[config.mk]
export PLATFORM = sky130hd
export DESIGN_NAME = break_watch_unit_flat
export DESIGN_NICKNAME = d
export VERILOG_FILES = /design/src/rtl/break_watch_unit_if.sv /design/src/rtl/break_watch_unit.sv /design/src/flat_wrapper.sv
export SDC_FILE = /design/constraint.sdc
export NUM_CORES = 2
export LEC_CHECK = 0
export CAP_MARGIN = 25
export CORE_MARGIN = 5
export CORE_UTILIZATION = 30
export CTS_CLUSTER_SIZE = 12
export DETAILED_ROUTE_END_ITERATION = 6
export GPL_TIMING_DRIVEN = 0
export PLACE_DENSITY_LB_ADDON = 0.05
export SETUP_SLACK_MARGIN = 0.05
export SLEW_MARGIN = 20
export SYNTH_ARGS = -nofsm -noshare
export SYNTH_HDL_FRONTEND = slang
export SYNTH_SLANG_ARGS = --single-unit
[constraint.sdc]
create_clock -name iCLK -period 21.3 [get_ports iCLK]
set_input_delay 2.13 -clock iCLK [delete_from_list [all_inputs] [get_ports iCLK]]
set_output_delay 2.13 -clock iCLK [all_outputs]
set_load 0.03 [all_outputs]
[src/rtl/break_watch_unit_if.sv]
// break_watch_unit_if
//   Bundles the CPU-side observation signals, the configuration port and the
//   halt/hit reporting outputs of break_watch_unit.
//   Ports (via modports):
//     slave  : the break/watch unit (inputs observed, outputs reported)
//     master : CPU / debugger side driving the observation and config inputs
//   Signals:
//     iRetire, iPC                       retiring instruction
//     iDReadEnable, iDWriteEnable,
//     iDAddress                          data-bus strobes and address
//     iCfgWe, iCfgIdx, iCfgMode,
//     iCfgAddr, iCfgMask, iCfgThresh     channel configuration write
//     iResume, iStepReq                  debugger control
//     oBreak, oHitValid, oHitIdx,
//     oHitMask, oHitAddr, oState         halt request and hit report
interface break_watch_unit_if #(
    parameter int NUM_CH = 4,
    parameter int PC_W   = 32,
    parameter int ADDR_W = 64,
    parameter int CNT_W  = 8,
    parameter int IDX_W  = (NUM_CH > 1) ? $clog2(NUM_CH) : 1
);
    logic              iRetire;
    logic [PC_W-1:0]   iPC;
    logic              iDReadEnable;
    logic              iDWriteEnable;
    logic [ADDR_W-1:0] iDAddress;
    logic              iCfgWe;
    logic [IDX_W-1:0]  iCfgIdx;
    logic [1:0]        iCfgMode;
    logic [ADDR_W-1:0] iCfgAddr;
    logic [ADDR_W-1:0] iCfgMask;
    logic [CNT_W-1:0]  iCfgThresh;
    logic              iResume;
    logic              iStepReq;
    logic              oBreak;
    logic              oHitValid;
    logic [IDX_W-1:0]  oHitIdx;
    logic [NUM_CH-1:0] oHitMask;
    logic [ADDR_W-1:0] oHitAddr;
    logic [1:0]        oState;

    modport master (
        output iRetire, iPC, iDReadEnable, iDWriteEnable, iDAddress,
               iCfgWe, iCfgIdx, iCfgMode, iCfgAddr, iCfgMask, iCfgThresh,
               iResume, iStepReq,
        input  oBreak, oHitValid, oHitIdx, oHitMask, oHitAddr, oState
    );

    modport slave (
        input  iRetire, iPC, iDReadEnable, iDWriteEnable, iDAddress,
               iCfgWe, iCfgIdx, iCfgMode, iCfgAddr, iCfgMask, iCfgThresh,
               iResume, iStepReq,
        output oBreak, oHitValid, oHitIdx, oHitMask, oHitAddr, oState
    );
endinterface

[src/rtl/break_watch_unit.sv]
// break_watch_unit
//   Breakpoint/watchpoint unit for the LEGv8 CPU. NUM_CH independent channels
//   compare the retiring PC (exec mode) or the data-bus address (write or
//   read/write mode) against a masked address, count hits up to a threshold
//   and, on firing, halt the CPU through a registered break request.
//   Ports:
//     iCLK  : CPU clock
//     iRST  : asynchronous active-high reset
//     bus   : break_watch_unit_if.slave (observation, config, control, report)
//   Modules in this file:
//     break_watch_chan : one channel (config registers, matcher, hit counter)
//     break_watch_unit : channel array, priority encoder, RUN/HALT/STEP FSM

module break_watch_chan #(
    parameter int ADDR_W = 64,
    parameter int CNT_W  = 8
) (
    input  logic              iCLK,
    input  logic              iRST,
    input  logic              cfg_we,
    input  logic [1:0]        cfg_mode,
    input  logic [ADDR_W-1:0] cfg_addr,
    input  logic [ADDR_W-1:0] cfg_mask,
    input  logic [CNT_W-1:0]  cfg_thresh,
    input  logic              retire,
    input  logic [ADDR_W-1:0] pc_ext,
    input  logic              rd_en,
    input  logic              wr_en,
    input  logic [ADDR_W-1:0] d_addr,
    input  logic              qual_en,   // RUN and not suppressed
    output logic              fire,
    output logic              is_exec
);
    localparam logic [1:0] M_EXEC = 2'b01;
    localparam logic [1:0] M_WR   = 2'b10;
    localparam logic [1:0] M_RW   = 2'b11;

    logic [1:0]        mode;
    logic [ADDR_W-1:0] addr;
    logic [ADDR_W-1:0] mask;
    logic [CNT_W-1:0]  thresh;
    logic [CNT_W-1:0]  hits;

    logic              pc_eq;
    logic              d_eq;
    logic              match;
    logic              counted;
    logic [CNT_W:0]    hits_inc;
    logic [CNT_W:0]    thr_eff;

    assign pc_eq = ((pc_ext ^ addr) & ~mask) == '0;
    assign d_eq  = ((d_addr ^ addr) & ~mask) == '0;

    always_comb begin
        match = 1'b0;
        case (mode)
            M_EXEC:  match = retire & pc_eq;
            M_WR:    match = wr_en & d_eq;
            M_RW:    match = (rd_en | wr_en) & d_eq;
            default: match = 1'b0;
        endcase
    end

    // A config write on this channel overrides a coincident match.
    assign counted  = match & qual_en & ~cfg_we;
    // One extra bit so the saturated count plus one still compares correctly.
    assign hits_inc = {1'b0, hits} + 1'b1;
    assign thr_eff  = (thresh == '0) ? {{CNT_W{1'b0}}, 1'b1} : {1'b0, thresh};
    assign fire     = counted & (hits_inc >= thr_eff);
    assign is_exec  = (mode == M_EXEC);

    always_ff @(posedge iCLK or posedge iRST) begin
        if (iRST) begin
            mode   <= 2'b00;
            addr   <= '0;
            mask   <= '0;
            thresh <= '0;
            hits   <= '0;
        end else if (cfg_we) begin
            mode   <= cfg_mode;
            addr   <= cfg_addr;
            mask   <= cfg_mask;
            thresh <= cfg_thresh;
            hits   <= '0;
        end else if (fire) begin
            hits   <= '0;
        end else if (counted && !(&hits)) begin
            hits   <= hits + 1'b1;
        end
    end
endmodule

module break_watch_unit #(
    parameter int NUM_CH = 4,
    parameter int PC_W   = 32,
    parameter int ADDR_W = 64,
    parameter int CNT_W  = 8
) (
    input  logic                  iCLK,
    input  logic                  iRST,
    break_watch_unit_if.slave     bus
);
    localparam int IDX_W = (NUM_CH > 1) ? $clog2(NUM_CH) : 1;

    typedef enum logic [1:0] {
        ST_RUN  = 2'b00,
        ST_HALT = 2'b01,
        ST_STEP = 2'b10
    } state_t;

    state_t            state, state_nxt;
    logic              supp, supp_nxt;

    logic [ADDR_W-1:0] pc_ext;
    logic              qual_en;
    logic [NUM_CH-1:0] fire;
    logic [NUM_CH-1:0] is_exec;
    logic              any_fire;
    logic [IDX_W-1:0]  first_idx;
    logic              first_exec;

    logic              brk_q;
    logic              hit_valid_q;
    logic [IDX_W-1:0]  hit_idx_q;
    logic [NUM_CH-1:0] hit_mask_q;
    logic [ADDR_W-1:0] hit_addr_q;

    assign pc_ext  = ADDR_W'(bus.iPC);
    assign qual_en = (state == ST_RUN) & ~supp;

    for (genvar c = 0; c < NUM_CH; c++) begin : g_ch
        break_watch_chan #(
            .ADDR_W (ADDR_W),
            .CNT_W  (CNT_W)
        ) u_ch (
            .iCLK       (iCLK),
            .iRST       (iRST),
            .cfg_we     (bus.iCfgWe && (bus.iCfgIdx == IDX_W'(c))),
            .cfg_mode   (bus.iCfgMode),
            .cfg_addr   (bus.iCfgAddr),
            .cfg_mask   (bus.iCfgMask),
            .cfg_thresh (bus.iCfgThresh),
            .retire     (bus.iRetire),
            .pc_ext     (pc_ext),
            .rd_en      (bus.iDReadEnable),
            .wr_en      (bus.iDWriteEnable),
            .d_addr     (bus.iDAddress),
            .qual_en    (qual_en),
            .fire       (fire[c]),
            .is_exec    (is_exec[c])
        );
    end

    assign any_fire = |fire;

    // Lowest firing index wins: scan downward so the last assignment is the lowest.
    always_comb begin
        first_idx  = '0;
        first_exec = 1'b0;
        for (int c = NUM_CH - 1; c >= 0; c--) begin
            if (fire[c]) begin
                first_idx  = IDX_W'(c);
                first_exec = is_exec[c];
            end
        end
    end

    always_ff @(posedge iCLK or posedge iRST) begin
        if (iRST) begin
            state <= ST_RUN;
            supp  <= 1'b0;
        end else begin
            state <= state_nxt;
            supp  <= supp_nxt;
        end
    end

    // Suppress is only ever set on resume, so it is live only in RUN; the
    // retire that clears it is itself not counted (it is the instruction that
    // sat at the breakpoint when we halted).
    always_comb begin
        state_nxt = state;
        supp_nxt  = supp;
        case (state)
            ST_RUN: begin
                if (any_fire)
                    state_nxt = ST_HALT;
                if (supp && bus.iRetire)
                    supp_nxt = 1'b0;
            end
            ST_HALT: begin
                if (bus.iStepReq) begin
                    state_nxt = ST_STEP;
                end else if (bus.iResume) begin
                    state_nxt = ST_RUN;
                    supp_nxt  = 1'b1;
                end
            end
            ST_STEP: begin
                if (bus.iRetire)
                    state_nxt = ST_HALT;
            end
            default: state_nxt = ST_RUN;
        endcase
    end

    // Hit report: loaded only when a new halt is entered. A step halt reports
    // the stepped PC with no channel attribution (mask and index cleared).
    always_ff @(posedge iCLK or posedge iRST) begin
        if (iRST) begin
            brk_q       <= 1'b0;
            hit_valid_q <= 1'b0;
            hit_idx_q   <= '0;
            hit_mask_q  <= '0;
            hit_addr_q  <= '0;
        end else begin
            brk_q <= (state_nxt == ST_HALT);
            if (state == ST_RUN && any_fire) begin
                hit_valid_q <= 1'b1;
                hit_idx_q   <= first_idx;
                hit_mask_q  <= fire;
                hit_addr_q  <= first_exec ? pc_ext : bus.iDAddress;
            end else if (state == ST_STEP && bus.iRetire) begin
                hit_valid_q <= 1'b0;
                hit_idx_q   <= '0;
                hit_mask_q  <= '0;
                hit_addr_q  <= pc_ext;
            end
        end
    end

    assign bus.oBreak    = brk_q;
    assign bus.oHitValid = hit_valid_q;
    assign bus.oHitIdx   = hit_idx_q;
    assign bus.oHitMask  = hit_mask_q;
    assign bus.oHitAddr  = hit_addr_q;
    assign bus.oState    = state;
endmodule
[src/flat_wrapper.sv]
// flat-port wrapper written by rule: the top's interface ports become plain ports
module break_watch_unit_flat 
#(
    parameter int NUM_CH = 4,
    parameter int PC_W   = 32,
    parameter int ADDR_W = 64,
    parameter int CNT_W  = 8
)
  (iCLK, iRST, bus_iRetire, bus_iPC, bus_iDReadEnable, bus_iDWriteEnable, bus_iDAddress, bus_iCfgWe, bus_iCfgIdx, bus_iCfgMode, bus_iCfgAddr, bus_iCfgMask, bus_iCfgThresh, bus_iResume, bus_iStepReq, bus_oBreak, bus_oHitValid, bus_oHitIdx, bus_oHitMask, bus_oHitAddr, bus_oState);
  break_watch_unit_if #(.NUM_CH(NUM_CH), .PC_W(PC_W), .ADDR_W(ADDR_W), .CNT_W(CNT_W)) bus_i ();
  input  logic iCLK;
  input  logic iRST;
  input wire logic [$bits(bus_i.iRetire)-1:0] bus_iRetire;
  input wire logic [$bits(bus_i.iPC)-1:0] bus_iPC;
  input wire logic [$bits(bus_i.iDReadEnable)-1:0] bus_iDReadEnable;
  input wire logic [$bits(bus_i.iDWriteEnable)-1:0] bus_iDWriteEnable;
  input wire logic [$bits(bus_i.iDAddress)-1:0] bus_iDAddress;
  input wire logic [$bits(bus_i.iCfgWe)-1:0] bus_iCfgWe;
  input wire logic [$bits(bus_i.iCfgIdx)-1:0] bus_iCfgIdx;
  input wire logic [$bits(bus_i.iCfgMode)-1:0] bus_iCfgMode;
  input wire logic [$bits(bus_i.iCfgAddr)-1:0] bus_iCfgAddr;
  input wire logic [$bits(bus_i.iCfgMask)-1:0] bus_iCfgMask;
  input wire logic [$bits(bus_i.iCfgThresh)-1:0] bus_iCfgThresh;
  input wire logic [$bits(bus_i.iResume)-1:0] bus_iResume;
  input wire logic [$bits(bus_i.iStepReq)-1:0] bus_iStepReq;
  output wire logic [$bits(bus_i.oBreak)-1:0] bus_oBreak;
  output wire logic [$bits(bus_i.oHitValid)-1:0] bus_oHitValid;
  output wire logic [$bits(bus_i.oHitIdx)-1:0] bus_oHitIdx;
  output wire logic [$bits(bus_i.oHitMask)-1:0] bus_oHitMask;
  output wire logic [$bits(bus_i.oHitAddr)-1:0] bus_oHitAddr;
  output wire logic [$bits(bus_i.oState)-1:0] bus_oState;
  assign bus_i.iRetire = bus_iRetire;
  assign bus_i.iPC = bus_iPC;
  assign bus_i.iDReadEnable = bus_iDReadEnable;
  assign bus_i.iDWriteEnable = bus_iDWriteEnable;
  assign bus_i.iDAddress = bus_iDAddress;
  assign bus_i.iCfgWe = bus_iCfgWe;
  assign bus_i.iCfgIdx = bus_iCfgIdx;
  assign bus_i.iCfgMode = bus_iCfgMode;
  assign bus_i.iCfgAddr = bus_iCfgAddr;
  assign bus_i.iCfgMask = bus_iCfgMask;
  assign bus_i.iCfgThresh = bus_iCfgThresh;
  assign bus_i.iResume = bus_iResume;
  assign bus_i.iStepReq = bus_iStepReq;
  assign bus_oBreak = bus_i.oBreak;
  assign bus_oHitValid = bus_i.oHitValid;
  assign bus_oHitIdx = bus_i.oHitIdx;
  assign bus_oHitMask = bus_i.oHitMask;
  assign bus_oHitAddr = bus_i.oHitAddr;
  assign bus_oState = bus_i.oState;
  break_watch_unit #(.NUM_CH(NUM_CH), .PC_W(PC_W), .ADDR_W(ADDR_W), .CNT_W(CNT_W)) u_core (.iCLK(iCLK), .iRST(iRST), .bus(bus_i));
endmodule
# Word-level counts from Yosys, hierarchy flattened
# Index checks and enable logic that the tools add are counted.
[word_totals] latchBits=0 ram_bits=0 register_bits=659 in_bits=244 rom_bits=0 mem_count=0 output_inout_bits=74 word_cells=198
[op_classes] n_div=0 eq_ne=21 shifts=0 bitwise_logic=51 addsub=8 order_cmp=4 mul=0 reduce_logical=41 n_mux=46
[ops] operator="bitwise AND 64 bit" n=8
[ops] operator="zero test 64 bit" n=8
[ops] operator="inverter 64 bit" n=4
[ops] operator="bitwise XOR 32 x 64 -> 64 bit" n=4
[ops] operator="bitwise XOR 64 bit" n=4
[ops] operator="2-to-1 mux 64 bit" n=3
[ops] operator="2-to-1 mux 8 bit" n=16
[ops] operator="adder 8 x 1 -> 9 bit (second input constant)" n=4
[ops] operator="greater-or-equal comparator 9 x 8 -> 1 bit" n=4
[ops] operator="adder 8 x 1 -> 8 bit (second input constant)" n=4
[ops] operator="zero test 8 bit" n=4
[ops] operator="AND reduction 8 bit" n=4
[ops] operator="bitwise AND 1 bit" n=25
[ops] operator="equality test 2 bit (second input constant)" n=11
[ops] operator="2-to-1 mux 2 bit" n=10
[ops] operator="equality test 2 x 1 -> 1 bit (second input constant)" n=7
[ops] operator="case mux 1 bit (3 select lines)" n=4
[ops] operator="nonzero test 3 bit" n=4
[ops] operator="logical AND 1 bit" n=11
[ops] operator="2-to-1 mux 1 bit" n=9
[ops] operator="2-to-1 mux 4 bit" n=2
[ops] operator="!= test 2 bit (second input constant)" n=3
[ops] operator="case mux 2 bit (3 select lines)" n=1
[ops] operator="inverter 1 bit" n=5
[ops] operator="7 further kinds" n=12

# Logic depth before layout (Yosys ltp)
[depth] depth_word=14 depth_mapped=16 mapped_depth_nobuf=14

# Modules after synthesis
# From an unflattened synthesis, not the netlist that was laid out.
[unflattened] cells_unflattened=3082 hier_area_um2=35328.9
[modules_own_cells] mod="break_watch_chan" n_inst=4 area_each_um2=7983.9 cells_per_inst=694 seq_area_each_um2=3653.5
[modules_own_cells] mod="break_watch_unit" n_inst=1 area_each_um2=3393.3 cells_per_inst=306 seq_area_each_um2=1876.8

# Worst setup path before layout
# OpenSTA, ideal clock, no wires.
[synth_timing] path_kind="input -> register" from="input bus_iDAddress[49]" to="register u_core.hit_addr_q[0], in the netlist u_core.bus.oHitAddr[0]" stages=11 arrival_ns=4.769 slack_ns=16.407 setup_time_ns=0.125 required_ns=21.175 path_buffers=2 cell_sequence="clkbuf_1 -> xnor2_1 -> o22ai_1 -> or4_1 -> nor4_1 -> o21ai_1 -> a2111o_2 -> o311ai_4 -> buf_6 -> mux2_1 -> mux2_2"
[synth_via] elab_chain_len=14
[synth_rtl] element="from (decl)" line="flat_wrapper.sv:17" rtl="input wire logic [$bits(bus_i.iDAddress)-1:0] bus_iDAddress;"
[synth_rtl] element="bitwise XOR 64 bit" line="break_watch_unit.sv:52" rtl="assign d_eq = ((d_addr ^ addr) & ~mask) == '0;"
[synth_rtl] element="bitwise AND 64 bit" line="break_watch_unit.sv:52"
[synth_rtl] element="zero test 64 bit" line="break_watch_unit.sv:52"
[synth_rtl] element="bitwise AND 1 bit, on equally long branches" line="break_watch_unit.sv:59, break_watch_unit.sv:58"
[synth_rtl] element="case mux 1 bit (3 select lines)" line="break_watch_unit.sv:56" rtl="case (mode)"
[synth_rtl] element="bitwise AND 1 bit (2 in a row)" line="break_watch_unit.sv:65" rtl="assign counted = match & qual_en & ~cfg_we;"
[synth_rtl] element="bitwise AND 1 bit" line="break_watch_unit.sv:69" rtl="assign fire = counted & (hits_inc >= thr_eff);"
[synth_rtl] element="2-to-1 mux 1 bit (4 in a row)" line="break_watch_unit.sv:161" rtl="if (fire[c]) begin"
[synth_rtl] element="2-to-1 mux 64 bit" line="break_watch_unit.sv:222" rtl="hit_addr_q <= first_exec ? pc_ext : bus.iDAddress;"
[synth_rtl] element="2-to-1 mux 64 bit" line="break_watch_unit.sv:218" rtl="if (state == ST_RUN && any_fire) begin"
[synth_rtl] element="to (signal assigned)" line="break_watch_unit.sv:222"
[synth_rtl] element="to (signal assigned)" line="break_watch_unit.sv:227" rtl="hit_addr_q <= pc_ext;"
[synth_rtl] element="to (decl)" line="break_watch_unit.sv:126" rtl="logic [ADDR_W-1:0] hit_addr_q;"
# Parallel ways exist; a longest one is shown, timed or not.
# A chain may end at the register's enable or synchronous reset.

# Final worst setup path
[layout_timing] from="input bus_iDAddress[3]" to="register u_core.hit_addr_q[15], in the netlist u_core.bus.oHitAddr[15]"
# The elaborated chain is that of the path after synthesis.

==> results.txt <==
----------------------------------------------------
[Run status]
  Outcome ... finished clean

[Setup path]
  Critical path's slowest cell ... sky130_fd_sc_hd__o311ai_4
  Worst-case register-to-register setup slack ... between 15 and 20 ns
  Startpoint class of the critical path ... input pin
  Kind of critical path ... input pin to flip-flop
  Maximum single-stage delay on the critical path ... roughly 0.90 ns
  Endpoint kind of the worst setup timing path ... flip-flop
  Critical Path Fanout Max ... 10
  Worst reg2reg path endpoint ... u_core.bus.oHitAddr[15]$_DFFE_PP0P_
  Data arrival time of the critical path ... a little under 8 ns
  Required time of the critical path ... 21.83 ns
  Number of cell instances on the worst register-to-register path ... 11
  R2r startpoint ... u_core.g_ch[2].u_ch.addr[3]$_DFFE_PP0P_
  Cell-by-cell trace of the critical path ... clkbuf_1 > xnor2_1 > o22ai_1 > nor4_2 > nand4_1 > nor4_1 > or2_2 > a311oi_2 > o311ai_4 > buf_6 > mux2_1 > mux2_2

[Placed design]
  Number of I/O port buffers ... about 220
  Placed standard-cell area ... roughly 37,000 sq um
  Half-perimeter wire length after placement ... 136,600 microns
  Post-Place Cells ... roughly 4,400
  Final estimated routing congestion in global placement ... ~0.94

[STA]
  RSZ-0062 raised after global routing ... false
  Post-route fraction of the period consumed by the critical path ... roughly a third
  Pin slew with the least headroom to its limit ... approximately 1.3 ns
  Normalized max-slew margin ... roughly 16%
  Final setup skew ... 0.03154 ns
  Clock period minus final worst setup slack ... roughly 7.2 ns
  Setup violations, final ... 0
  Final count of pins violating max slew ... 0
  Final hold violation count ... 0
  Peak Freq ... about 140 MHz

[Pwr]
  Power Density ... 106.8 nW/um^2
  Sequential fraction of design power ... approximately 41%
  Clk pwr share ... between 30% and 40%
  Pleak ... ~16 nW
  Internal power of the cells ... approximately 2.8 mW
  Largest voltage drop on the vdd net ... 0.05193 mV
  Net switching power figure ... roughly 1.5 mW
  Fraction of power spent switching nets ... a little over a third
  Total power ... approximately 4.3 mW
  Comb pwr share ... 24.5%

[Route]
  DR vias/cell ... between 5 and 6
  Detail-routed net length per standard cell ... between 30 and 40 microns
  ANT nets after route ... 0
  1st-iter DRT viols ... 2,118
  First-pass DRT Iterations ... 5
  Remaining design rule violation count ... 0
  Total detailed-routing wirelength ... ~170,000 microns
  DR vias ... 24,260

[Final layout]
  Leading cell type in the layout, fill and taps excluded ... sky130_fd_sc_hd__dfrtp_1
  Commonest cells after routing, fill and taps aside ... 659 x sky130_fd_sc_hd__dfrtp_1, 562 x sky130_fd_sc_hd__mux2_2, 400 x sky130_fd_sc_hd__xnor2_1, 221 x sky130_fd_sc_hd__clkdlybuf4s50_1, 218 x sky130_fd_sc_hd__o22ai_1
  Count of fill cells added during filler insertion ... 10,690
  Post-Layout Cell Count ... roughly 4,500
  Total number of nets in the final design ... around 3,300
  Area added between synthesis and finish ... 22.31%
  Share of post-route cells with drive strength above 1 ... between 20% and 30%
  Core utilization of the finished layout ... around 37%
  Final Cell Area ... about 40,000 sq um

[Clock network]
  Total CTS buffers ... 83
  Post-CTS sizing ... 0
  Reg clk slew, reported paths ... 0.06 ns
  Clock latency at the later pin of the worst-skew pair ... approximately 0.67 ns
  Clock Sink Count ... roughly 660
  Clock buffer depth ... 3
  H-tree level count ... 3
  Clock tree from TritonCTS ... done
  Cell at the root of the clock tree ... sky130_fd_sc_hd__clkbuf_16
  Number of hold buffers added after CTS ... 0
  Post-CTS setup buffer count ... 0

[Synth]
  Post-synth ARST share ... 100.0%
  Post-synthesis register bit count ... ~660
  Number of warnings printed during yosys synthesis ... 0
  Total standard cell area after synthesis ... about 33,000 sq um
  Part of the Yosys area used for sequential elements ... between 50 and 60%
  Number of flops mapped to enable cells by yosys ... 0
  Cells after synthesis ... about 2,700
  Net count after synthesis ... around 3,000
  Cell variety after synth ... slightly below 60
  Most used flip-flop cell after synthesis ... sky130_fd_sc_hd__dfrtp_1
  Mean instance size in the synthesized netlist ... between 10 and 15 sq um

[Global route]
  Vias in the first global route ... between 20,000 and 25,000
  Most heavily used metal layer in global routing ... met2
  GR Util met3 ... under 10%
  Global-route wire length before repair ... approximately 230,000 microns
  GRT Total Usage ... 28.60%
  Number of antenna violations at the first check in global routing ... 16
  Pin count of the biggest net entering global routing ... ~100
  Global routing usage on met2 ... a little under half
  Total global routing overflow ... 0
  Met1 track demand over resource in global routing ... 39.15%

[Floorplanning]
  Area of the die ... between 100,000 and 150,000 sq um
  Top-Level Pins ... approximately 320
  Horizontal extent of the die ... 340.2 microns
  Placement Rows ... between 100 and 150
  Vertical die dimension ... about 340 microns
  Effective utilization at floorplan ... a little under a third
  Core area ... approximately 110,000 sq um

[Hold path]
  Hold Crit Endpoint ... u_core.bus.oHitMask[3]$_DFFE_PP0P_
  Hold/Removal Path Class ... flip-flop to flip-flop
  WHS Path Cells ... 1
  Startpoint of the lowest-slack hold path ... u_core.bus.oHitMask[3]$_DFFE_PP0P_

[Job]
  Count of max-cap constraint violations ... 0

----------------------------------------------------
[stage by stage]
step	hold WS, ns	setup slack, ns	TNS (ns)
2_1_floorplan	0.4794	0.7023	0
3_3_place_gp	0.4652	-8.908	-5794.69
3_5_place_dp	0.4723	13.43	0
4_1_cts	0.4852	14.13	0
5_1_grt	0.4983	14.07	0
6_report	0.4834	14.09	0
[synth_stat cells (3+ instances only)]
cell type                   instances  area share (%)
sky130_fd_sc_hd__dfrtp_1          659              50
sky130_fd_sc_hd__a221oi_1           3           0.080
sky130_fd_sc_hd__mux2i_1            4            0.12
sky130_fd_sc_hd__mux2_1            34             1.2
sky130_fd_sc_hd__o21ai_0           39            0.60
sky130_fd_sc_hd__clkbuf_1         141             1.6
sky130_fd_sc_hd__nand2_1           54            0.62
sky130_fd_sc_hd__o21ai_1            5           0.076
sky130_fd_sc_hd__buf_2             20            0.31
sky130_fd_sc_hd__buf_6              3            0.10
sky130_fd_sc_hd__inv_1            132             1.5
sky130_fd_sc_hd__a41o_1             4            0.12
sky130_fd_sc_hd__xnor2_1          400              11
sky130_fd_sc_hd__a22o_1            33            0.88
sky130_fd_sc_hd__o22a_1             4            0.11
sky130_fd_sc_hd__a2111oi_0          8            0.21
sky130_fd_sc_hd__nor2b_1           20            0.38
sky130_fd_sc_hd__and3_1            13            0.25
sky130_fd_sc_hd__ha_1              36             1.4
sky130_fd_sc_hd__o22ai_1          218             4.2
sky130_fd_sc_hd__o211ai_1           5            0.11
sky130_fd_sc_hd__a21o_1            11            0.25
sky130_fd_sc_hd__or2_2              3           0.057
sky130_fd_sc_hd__nand4_1            7            0.13
sky130_fd_sc_hd__xor2_1            24            0.64
sky130_fd_sc_hd__nor4_1            50            0.96
sky130_fd_sc_hd__nor2_1            58            0.67
sky130_fd_sc_hd__nand3_1           25            0.38
sky130_fd_sc_hd__a21oi_1           19            0.29
sky130_fd_sc_hd__nand2b_1          24            0.46
sky130_fd_sc_hd__o2111ai_1         10            0.27
sky130_fd_sc_hd__mux2_2           562              19
sky130_fd_sc_hd__nor3_1            16            0.24
sky130_fd_sc_hd__or3_1              8            0.15
sky130_fd_sc_hd__buf_1             14            0.16
sky130_fd_sc_hd__a31oi_1            5           0.096
[critical path, delay by kind of cell]
family	cells	cell delay (ns)
multiplexers	2	0.72
buffers and inverters	2	0.49
AO/OA/AOI/OAI	3	1.41
AND/OR/NAND/NOR	4	2.09
XOR/XNOR	1	0.85
[cell type report]
type | count | area (sq um) | share of cell area [%]
diodes | 9 | 22.52 | 0.05629
clock buffers | 124 | 2492 | 6.229
plain buffers | 178 | 743.2 | 1.858
repair buffers | 248 | 2636 | 6.589
clock inverters | 28 | 320.3 | 0.8005
inverters | 132 | 503.0 | 1.257
flip-flops and latches | 659 | 16490 | 41.22
multi-input cells | 1731 | 15030 | 37.57
well taps | 1414 | 1769 | 4.422
[power groups by stage]
| stage | clock, mW | combinational, mW | sequential (mW) |
|---|---|---|---|
| floorplan | 0 | 0.539 | 1.67 |
| global placement | 0 | 1.02 | 1.76 |
| detailed placement | 0 | 1.04 | 1.76 |
| CTS | 1.51 | 1.04 | 1.74 |
| global route | 1.55 | 1.09 | 1.76 |
| finish | 1.48 | 1.05 | 1.75 |
[sequential cells by signal (all words and copies together), names as in the netlist]
name / count
u_core.bus.oBreak: 1
u_core.bus.oHitAddr: 64
u_core.bus.oHitIdx: 2
u_core.bus.oHitMask: 4
u_core.bus.oHitValid: 1
u_core.bus.oState: 2
u_core.g_ch.u_ch.addr: 256
u_core.g_ch.u_ch.hits: 32
u_core.g_ch.u_ch.mask: 256
u_core.g_ch.u_ch.mode: 8
u_core.g_ch.u_ch.thresh: 32
u_core.supp: 1
[worst max path at each step]
stage | cells past startpoint | to | startpoint
final | 12 | u_core.bus.oHitAddr[15]$_DFFE_PP0P_ | bus_iDAddress[3]
after global routing | 14 | u_core.bus.oHitAddr[39]$_DFFE_PP0P_ | bus_iDAddress[3]
after CTS | 12 | u_core.bus.oHitAddr[11]$_DFFE_PP0P_ | bus_iDAddress[21]
after detailed placement | 12 | u_core.bus.oHitAddr[11]$_DFFE_PP0P_ | bus_iDAddress[21]
after global placement | 2 | u_core.g_ch[3].u_ch.addr[3]$_DFFE_PP0P_ | iRST
after floorplan | 1 | u_core.bus.oBreak$_DFF_PP0_ | iRST
[cell families after synthesis]
group	after synthesis	synth area share (%)
flip-flops	659	50.41
multiplexers	600	20.64
XOR/XNOR	424	11.35
AO/OA/AOI/OAI	379	7.776
buffers and inverters	310	3.703
AND/OR/NAND/NOR	292	4.739
adder cells (fa/ha/maj)	36	1.377
[metal layers]
layer / wire length [microns] / vias to the layer above / part of all wire, %
met3: 10650 / 200 / 6.3
met1: 74400 / 12920 / 44
met2: 78610 / 897 / 46
li1: - / 10250 / -
met4: 5859 / 0 / 3.5
met5: 0 / - / 0
Note: power is estimated with default switching activity, not from simulation.
